File: src/rtl/serial_pkg.sv
// rtl/serial_pkg.sv - shared state encoding and default sizing for the FIFO serializer
package serial_pkg;

  typedef enum logic [1:0] {
    IDLE  = 2'd0,
    START = 2'd1,
    DATA  = 2'd2,
    STOP  = 2'd3
  } state_t;

  localparam int DEFAULT_DATA_WIDTH   = 5;
  localparam int DEFAULT_CLKS_PER_BIT = 4;

endpackage

File: src/rtl/bit_timer.sv
// rtl/bit_timer.sv - bit-period counter, wraps every CLKS_PER_BIT cycles and flags the last one
module bit_timer #(
  parameter int CLKS_PER_BIT = serial_pkg::DEFAULT_CLKS_PER_BIT
) (
  input  logic CLK,
  input  logic RESET,
  input  logic restart,
  output logic tick
);

  localparam int CW = (CLKS_PER_BIT > 1) ? $clog2(CLKS_PER_BIT) : 1;
  localparam logic [CW-1:0] LAST = CW'(CLKS_PER_BIT - 1);

  logic [CW-1:0] count;

  assign tick = (count == LAST);

  always_ff @(posedge CLK or posedge RESET) begin
    if (RESET) begin
      count <= '0;
    end else if (restart || tick) begin
      count <= '0;
    end else begin
      count <= count + CW'(1);
    end
  end

endmodule

File: src/rtl/fifo_serializer.sv
// rtl/fifo_serializer.sv - pops words from a FIFO and sends them as start/data/stop serial frames
module fifo_serializer
  import serial_pkg::*;
#(
  parameter int DATA_WIDTH   = DEFAULT_DATA_WIDTH,
  parameter int CLKS_PER_BIT = DEFAULT_CLKS_PER_BIT
) (
  input  logic                  CLK,
  input  logic                  RESET,
  input  logic [DATA_WIDTH-1:0] rdata,
  input  logic                  empty,
  output logic                  ren,
  input  logic                  enable,
  output logic                  tx,
  output logic                  busy,
  output logic                  frame_done
);

  localparam int IW = (DATA_WIDTH > 1) ? $clog2(DATA_WIDTH) : 1;
  localparam logic [IW-1:0] BIT_LAST = IW'(DATA_WIDTH - 1);

  state_t                state;
  logic [DATA_WIDTH-1:0] shreg;
  logic [DATA_WIDTH-1:0] shreg_next;
  logic [IW-1:0]         bit_idx;
  logic                  tick;

  // Counter is held at zero while idle so every frame starts on a full bit period.
  bit_timer #(.CLKS_PER_BIT(CLKS_PER_BIT)) u_bit_timer (
    .CLK    (CLK),
    .RESET  (RESET),
    .restart(state == IDLE),
    .tick   (tick)
  );

  assign shreg_next = shreg >> 1;
  assign ren = ~RESET & enable & ~empty &
               ((state == IDLE) | ((state == STOP) & tick));
  assign frame_done = (state == STOP) & tick;

  always_ff @(posedge CLK or posedge RESET) begin
    if (RESET) begin
      state   <= IDLE;
      tx      <= 1'b1;
      busy    <= 1'b0;
      shreg   <= '0;
      bit_idx <= '0;
    end else begin
      case (state)
        IDLE: begin
          if (ren) begin
            shreg   <= rdata;
            bit_idx <= '0;
            tx      <= 1'b0;
            busy    <= 1'b1;
            state   <= START;
          end
        end
        START: begin
          if (tick) begin
            tx    <= shreg[0];
            state <= DATA;
          end
        end
        DATA: begin
          if (tick) begin
            if (bit_idx == BIT_LAST) begin
              tx    <= 1'b1;
              state <= STOP;
            end else begin
              bit_idx <= bit_idx + IW'(1);
              shreg   <= shreg_next;
              tx      <= shreg_next[0];
            end
          end
        end
        STOP: begin
          // Back-to-back frames reload here so no idle cycle appears on the line.
          if (tick) begin
            if (ren) begin
              shreg   <= rdata;
              bit_idx <= '0;
              tx      <= 1'b0;
              state   <= START;
            end else begin
              busy  <= 1'b0;
              state <= IDLE;
            end
          end
        end
        default: begin
          tx    <= 1'b1;
          busy  <= 1'b0;
          state <= IDLE;
        end
      endcase
    end
  end

endmodule

File: config.mk
export PLATFORM = sky130hd
export DESIGN_NAME = fifo_serializer
export DESIGN_NICKNAME = d
export VERILOG_FILES = /design/src/rtl/serial_pkg.sv /design/src/rtl/bit_timer.sv /design/src/rtl/fifo_serializer.sv
export SDC_FILE = /design/constraint.sdc
export NUM_CORES = 1
export LEC_CHECK = 0
export CORE_MARGIN = 2
export CORE_UTILIZATION = 64
export CTS_BUF_LIST = sky130_fd_sc_hd__clkbuf_8
export DETAILED_ROUTE_END_ITERATION = 8
export DONT_BUFFER_PORTS = 1
export PLACE_DENSITY_LB_ADDON = 0.15
export SYNTH_ARGS = -nofsm -noshare
export SYNTH_HDL_FRONTEND = slang
export SYNTH_SLANG_ARGS = --single-unit
File: constraint.sdc
create_clock -name CLK -period 2.4 [get_ports CLK]
set_input_delay 0.72 -clock CLK [delete_from_list [all_inputs] [get_ports CLK]]
set_output_delay 0.72 -clock CLK [all_outputs]
set_load 0.02 [all_outputs]
==> results of run 1 <==
[registers in the layout, summed over array words and instances (netlist names)]
signal / count
tx: 1
state: 2
u_bit_timer.count: 2
bit_idx: 3
shreg: 5
busy: 1
[worst max-delay path, delay by kind of cell (launching register included)]
kind                       cells  cell delay [ns]
DFF                            1             0.39
adders and majority gates      1             0.29
and+or+nand+nor                1             0.13
AOI/OAI and AO/OA              1             0.22
buffers and inverters          2             0.20
[how the worst max path moves through the flow]
stage / depth (start not counted) / slack, ns / startpoint / endpoint
final: 5 / 0.20 / u_bit_timer.count[0] / ren
after global routing: 5 / 0.15 / u_bit_timer.count[0] / ren
after CTS: 5 / 0.20 / u_bit_timer.count[0] / ren
after detailed placement: 3 / 0.42 / RESET / ren
after global placement: 3 / 0.44 / RESET / ren
after floorplan: 3 / 0.47 / RESET / ren
[Yosys cell counts (all sizes together), types with 2 or more instances]
cell	count	area share, %
a211oi	3	2.5
a21oi	2	1.1
a2bb2oi	3	2.9
dfrtp	13	36
ha	8	11
inv	13	5.7
mux2	2	2.5
nand2	4	1.7
nand2b	3	2.1
nor2b	2	1.4
nor3	4	2.2
nor3b	3	3.8
o21ai	4	3.5
o221ai	3	2.9
o31ai	3	2.5
[cell type report]
type / instances / area [um2] / area share [%]
multi-input combinational: 59 / 485 / 50.6
sequential: 14 / 352 / 36.6
inverter: 13 / 51.3 / 5.35
clock buffer: 3 / 41.3 / 4.30
tap: 15 / 18.8 / 1.96
timing repair buffer: 1 / 7.51 / 0.782
clock inverter: 1 / 3.75 / 0.391
[placed cells by master, fill, tap and decap left out, drive strengths merged, types with 2 or more instances in the layout]
master and count:
nor2b 2, ha 8, a211oi 3, nand2b 3, inv 14, o31ai 3, o21ai 4, a21oi 2
dfrtp 13, nand2 4, a2bb2oi 3, nor3b 3, clkbuf 3, nor3 4, mux2 2, o221ai 3
[layer usage]
metal,global-route usage (%),vias to the layer above,routed length [um]
li1,-,324,-
met1,27.5,338,729
met2,36.9,36,855
met3,9.57,8,130
met4,12.9,0,69
met5,0,-,0
[logic make-up (layout without fill, tap and decap cells)]
logic type | after synthesis | after routing | share of synthesized area (%)
DFF | 14 | 14 | 39.2
adders and majority gates | 8 | 8 | 11.2
AOI/OAI and AO/OA | 26 | 26 | 24.0
muxes | 3 | 3 | 3.63
buffers and inverters | 15 | 18 | 6.69
and+or+nand+nor | 22 | 22 | 15.3
[stage by stage]
| stage | worst slack [ns] | cell area, um2 | hold slack (ns) | std cells | total power, W |
|---|---|---|---|---|---|
| after floorplan | 0.471 | 897 | 0.419 | 88 | 0.00101 |
| after global placement | 0.438 | 915 | 0.431 | 102 | 0.00113 |
| after detailed placement | 0.419 | 915 | 0.448 | 102 | 0.00117 |
| after CTS | 0.205 | 960 | 0.402 | 106 | 0.00137 |
| after global routing | 0.151 | 960 | 0.442 | 106 | 0.00148 |
| final | 0.201 | 960 | 0.394 | 106 | 0.00137 |
[power breakdown]
part	internal [W]	total [W]	switching, W
Clock	0.000113	0.000192	0.0000793
Combinational	0.000332	0.000739	0.000407
Sequential	0.000345	0.000435	0.0000896
==> out/results.tsv, run 1 <==
stage	metric	value	unit
run_status	status	finished clean	
clock_network	ctsResizeCount	0	
routing	drt_iter0_markers	27	
finish	fillerInstances	93	
logic_synthesis	ys_warn_count	0	
worst_setup_path	critPathKind	reg2out	
finish	drive_gt1_share	13.2	%
timing	fmax	0.455	GHz
worst_setup_path	crit_path_cell_trace	ha_1, nand2_1, inv_2, o21ai_4, inv_4	
die	die_x	41.4	um
timing	worst_slew_pin_slew	0.540	ns
power	p_leak	0.433	nW
clock_network	cts-root-buf	clkbuf_8	
timing	skew	0.0157	ns
global_routing	grt_pass1_wl	3060	um
clock_network	post_cts.repair.setup_buffers	0	
clock_network	cts_hold_buf	0	
place	io_buffer_count	0	
timing	setup_violations	0	
worst_setup_path	reg2reg_depth	7	
timing	hold_viol	0	
logic_synthesis	synth-seq-area-share	39.2	%
clock_network	htree_levels	1	
routing	drc	0	
timing	fin_crit	2.20	ns
worst_setup_path	start_kind	flip-flop	
timing	finalMaxSlewViolations	0	
worst_setup_path	crit-reg2reg-capture	tx	
die	std_cell_rows	13	
logic_synthesis	yosys.cell_types.count	38	
logic_synthesis	synth_cells	88	
logic_synthesis	netlist_area	897	um2
timing	setup_tns	0	ns
worst_setup_path	r2r_slack	0.46	ns
global_routing	overflow	0	
finish	syn_to_final_growth	6.97	%
logic_synthesis	syn_nets	105	
routing	finalWirelength	1790	um
timing	finalCritPeriodShare	91.6	%
clock_network	cts_tree	done	
worst_setup_path	cp_slowest_cell	dfrtp_1	
die	die-area	0.00172	mm2
finish	final_util	73.8	%
worst_setup_path	cp_max_fo	7	
routing	vias_per_cell	6.66	
logic_synthesis	async_flop_share	100	%
hold_path	hp-class	in2async	
global_routing	antenna_found_initial	0	
clock_network	numCtsBuffers	3	
run	maxCapViolations	0	
logic_synthesis	ys_ff_latch	14	
timing	relSlewSlack	64.0	%
place	hpwl	1330	um
global_routing	grt_max_degree	15	
global_routing	grt_pass1_vias	684	
place	gp_congestion	0.832	
worst_setup_path	end_kind	primary output	
worst_setup_path	critPathMaxStageDelay	0.39	ns
logic_synthesis	synth_edf_count	0	
global_routing	grtUsageTotal	23.6	%
logic_synthesis	synth_ff_type	dfrtp_1	
die	pin_count	13	
finish	nNetsFinal	109	
routing	wl_per_cell	16.8	um
timing	rsz0062_at_grt	no	
clock_network	cts_max_path_buffers	2	
clock_network	worstSkewPairLatency	0.25	ns
power	power.density	1420	mW/mm2
die	start_util	68.9	%
power	vdd_drop_max	1.04	mV
logic_synthesis	avgSynthCellArea	10.2	um2
routing	vias	706	
die	die_h	41.4	um
routing	first_pass_iters	4	
finish	antennaDiodeCount	0	
die	coreArea	0.00130	mm2
worst_setup_path	required	1.68	ns
worst_setup_path	arrival	1.48	ns
worst_setup_path	r2r-start	u_bit_timer.count[0]	
clock_network	clk_pin_slew	0.06	ns
routing	ant_nets	0	
clock_network	cts.sinks	14	
Note: power is estimated with default switching activity, not from simulation.
==> inputs of run 2 (changes only) <==
--- a/config.mk
+++ b/config.mk
@@ -6,4 +6,5 @@
 export NUM_CORES = 1
 export LEC_CHECK = 0
+export CAP_MARGIN = 5
 export CORE_MARGIN = 2
 export CORE_UTILIZATION = 64
==> constraint.sdc (replaced) <==
create_clock -name CLK -period 2.4 [get_ports CLK]
set_input_delay 0.48 -clock CLK [delete_from_list [all_inputs] [get_ports CLK]]
set_output_delay 0.48 -clock CLK [all_outputs]
set_load 0.02 [all_outputs]
==> out/results.tsv, run 2 (synthesis results as in run 1) <==
stage	metric	value	unit	change
power	p_comb_share	53.9	%	was 54.1%
clock_network	cts-root-buf	clkbuf_8		unchanged
worst_setup_path	arrival	2.17	ns	was 1.48 ns
worst_setup_path	path_buf_inv	1		was 2
die	die-area	0.00172	mm2	unchanged
clock_network	cts_tree	done		unchanged
power	clkPwrFrac	14.7	%	was 14.1%
finish	fillerInstances	88		was 93
clock_network	cts.sinks	14		unchanged
worst_setup_path	crit_path_cell_trace	inv_1, ha_1, nor3_1, o221ai_1, a211oi_1, o21ai_0		was ha_1, nand2_1, inv_2, o21ai_4, inv_4
clock_network	worstSkewPairLatency	0.25	ns	about the same
global_routing	grt_max_degree	15		unchanged
worst_setup_path	reg2reg_depth	6		was 7
worst_setup_path	start_kind	flip-flop		unchanged
worst_setup_path	critPathMaxStageDelay	0.41	ns	was 0.39 ns
finish	final_common_cell	dfrtp_1		unchanged
global_routing	grtUsageTotal	22.3	%	was 23.6%
timing	relSlewSlack	63.8	%	was 64.0%
timing	setup_violations	0		unchanged
timing	fin_crit	2.04	ns	was 2.20 ns
power	sw_frac_of_total	42.3	%	was 42.2%
clock_network	cts_hold_buf	0		unchanged
worst_setup_path	worst-path-stages	6		was 5
finish	top_regs	shreg: 5 flops, bit_idx: 3 flops		unchanged
clock_network	clk_pin_slew	0.06	ns	about the same
timing	skew	0.00740	ns	was 0.0157 ns
routing	first_pass_iters	4		unchanged
power	power	0.00137	W	about the same
routing	drc	0		unchanged
finish	antennaDiodeCount	0		unchanged
worst_setup_path	cp_slowest_cell	dfrtp_1		unchanged
clock_network	cts_max_path_buffers	2		unchanged
global_routing	overflow	0		unchanged
global_routing	grt_pass1_vias	665		was 684
die	start_util	68.9	%	unchanged
finish	drive_gt1_share	13.2	%	unchanged
place	hpwl	1280	um	was 1330 um
timing	rsz0062_at_grt	no		unchanged
routing	finalWirelength	1720	um	was 1790 um
die	pin_count	13		unchanged
clock_network	ctsResizeCount	0		unchanged
finish	nNetsFinal	109		unchanged
timing	worst_slew_pin_slew	0.543	ns	was 0.540 ns
timing	finalCritPeriodShare	84.8	%	was 91.6%
die	std_cell_rows	13		unchanged
die	die_h	41.4	um	unchanged
hold_path	hp-class	in2async		unchanged
die	die_x	41.4	um	unchanged
worst_setup_path	critPathKind	reg2reg		was reg2out
run	maxCapViolations	0		unchanged
power	vdd_drop_max	0.798	mV	was 1.04 mV
place	gp_congestion	0.867		was 0.832
clock_network	post_cts.repair.setup_buffers	0		unchanged
worst_setup_path	cpLargestDelayFamily	compound AO/OA/AOI/OAI gates		was flip-flops
global_routing	antenna_found_initial	0		unchanged
place	dp_cells	102		unchanged
place	io_buffer_count	0		unchanged
finish	final_cells	106		unchanged
clock_network	htree_levels	1		unchanged
die	coreArea	0.00130	mm2	unchanged
power	power.switching	0.000579	W	was 0.000576 W
routing	ant_nets	0		unchanged
timing	fmax	0.491	GHz	was 0.455 GHz
power	pwr-share-seq	31.4	%	was 31.8%
worst_setup_path	cp_max_fo	14		was 7
finish	largest_register_ff_count	5		unchanged
finish	top_register	shreg		unchanged
routing	drt_iter0_markers	17		was 27
routing	vias	677		was 706
power	p_leak	0.433	nW	unchanged
routing	wl_per_cell	16.3	um	was 16.8 um
finish	syn_to_final_growth	6.97	%	unchanged
timing	finalMaxSlewViolations	0		unchanged
finish	final_cell_mix	13 x dfrtp_1, 12 x inv_1, 8 x ha_1		unchanged
timing	setup_tns	0	ns	unchanged
worst_setup_path	end_kind	flip-flop		was primary output
routing	vias_per_cell	6.39		was 6.66
power	intPower	0.000791	W	was 0.000790 W
global_routing	grt_pass1_wl	2960	um	was 3060 um
finish	final_util	73.8	%	unchanged
worst_setup_path	required	2.53	ns	was 1.68 ns
clock_network	numCtsBuffers	3		unchanged
timing	hold_viol	0		unchanged
power	power.density	1430	mW/mm2	was 1420 mW/mm2
run_status	status	finished clean		unchanged
==> run 2: cell counts in the layout (fill, tap and decap cells not counted) <==
No cell type changed its count.
==> run 2: path summary, 6_finish.rpt <==
path                                      start                    to  slack [ns]
max                                    state[0]              state[0]        0.36
min                                       RESET              shreg[4]        0.15
max reg2reg                            state[0]              state[0]        0.36
min reg2reg                u_bit_timer.count[0]  u_bit_timer.count[0]        0.45
max in group asynchronous                 RESET                    tx        1.87
min in group CLK                       rdata[4]              shreg[4]        0.43
==> run 2: metal layers <==
metal,track usage (%),vias to the layer above,routed length [um]
met5,0,-,0
li1,-,324,-
met4,7.74,0,34
met2,36.6,17,843
met1,30.2,331,795
met3,3.04,5,52
==> run 2: power by group through the flow <==
stage | combinational, W | clock (W) | sequential (W)
after floorplan | 0.000598 | 0 | 0.000413
after global placement | 0.000708 | 0 | 0.000428
after detailed placement | 0.000730 | 0 | 0.000435
after CTS | 0.000736 | 0.000203 | 0.000431
after global routing | 0.000824 | 0.000210 | 0.000444
final | 0.000738 | 0.000202 | 0.000430
==> run 2: per-stage QoR <==
| step | cell area, um2 | setup slack [ns] | hold WS, ns |
|---|---|---|---|
| final | 960 | 0.364 | 0.153 |
| after global routing | 960 | 0.196 | 0.219 |
| after CTS | 960 | 0.405 | 0.178 |
| after detailed placement | 915 | 0.456 | 0.444 |
| after global placement | 915 | 0.459 | 0.429 |
| after floorplan | 897 | 0.674 | 0.369 |
==> run 2: final cells by class <==
type	instances	area (um2)	share of cell area [%]
inverter	13	51.3	5.35
multi-input combinational	59	485	50.6
tap	15	18.8	1.96
sequential	14	352	36.6
timing repair buffer	1	7.51	0.782
clock buffer	3	41.3	4.30
clock inverter	1	3.75	0.391
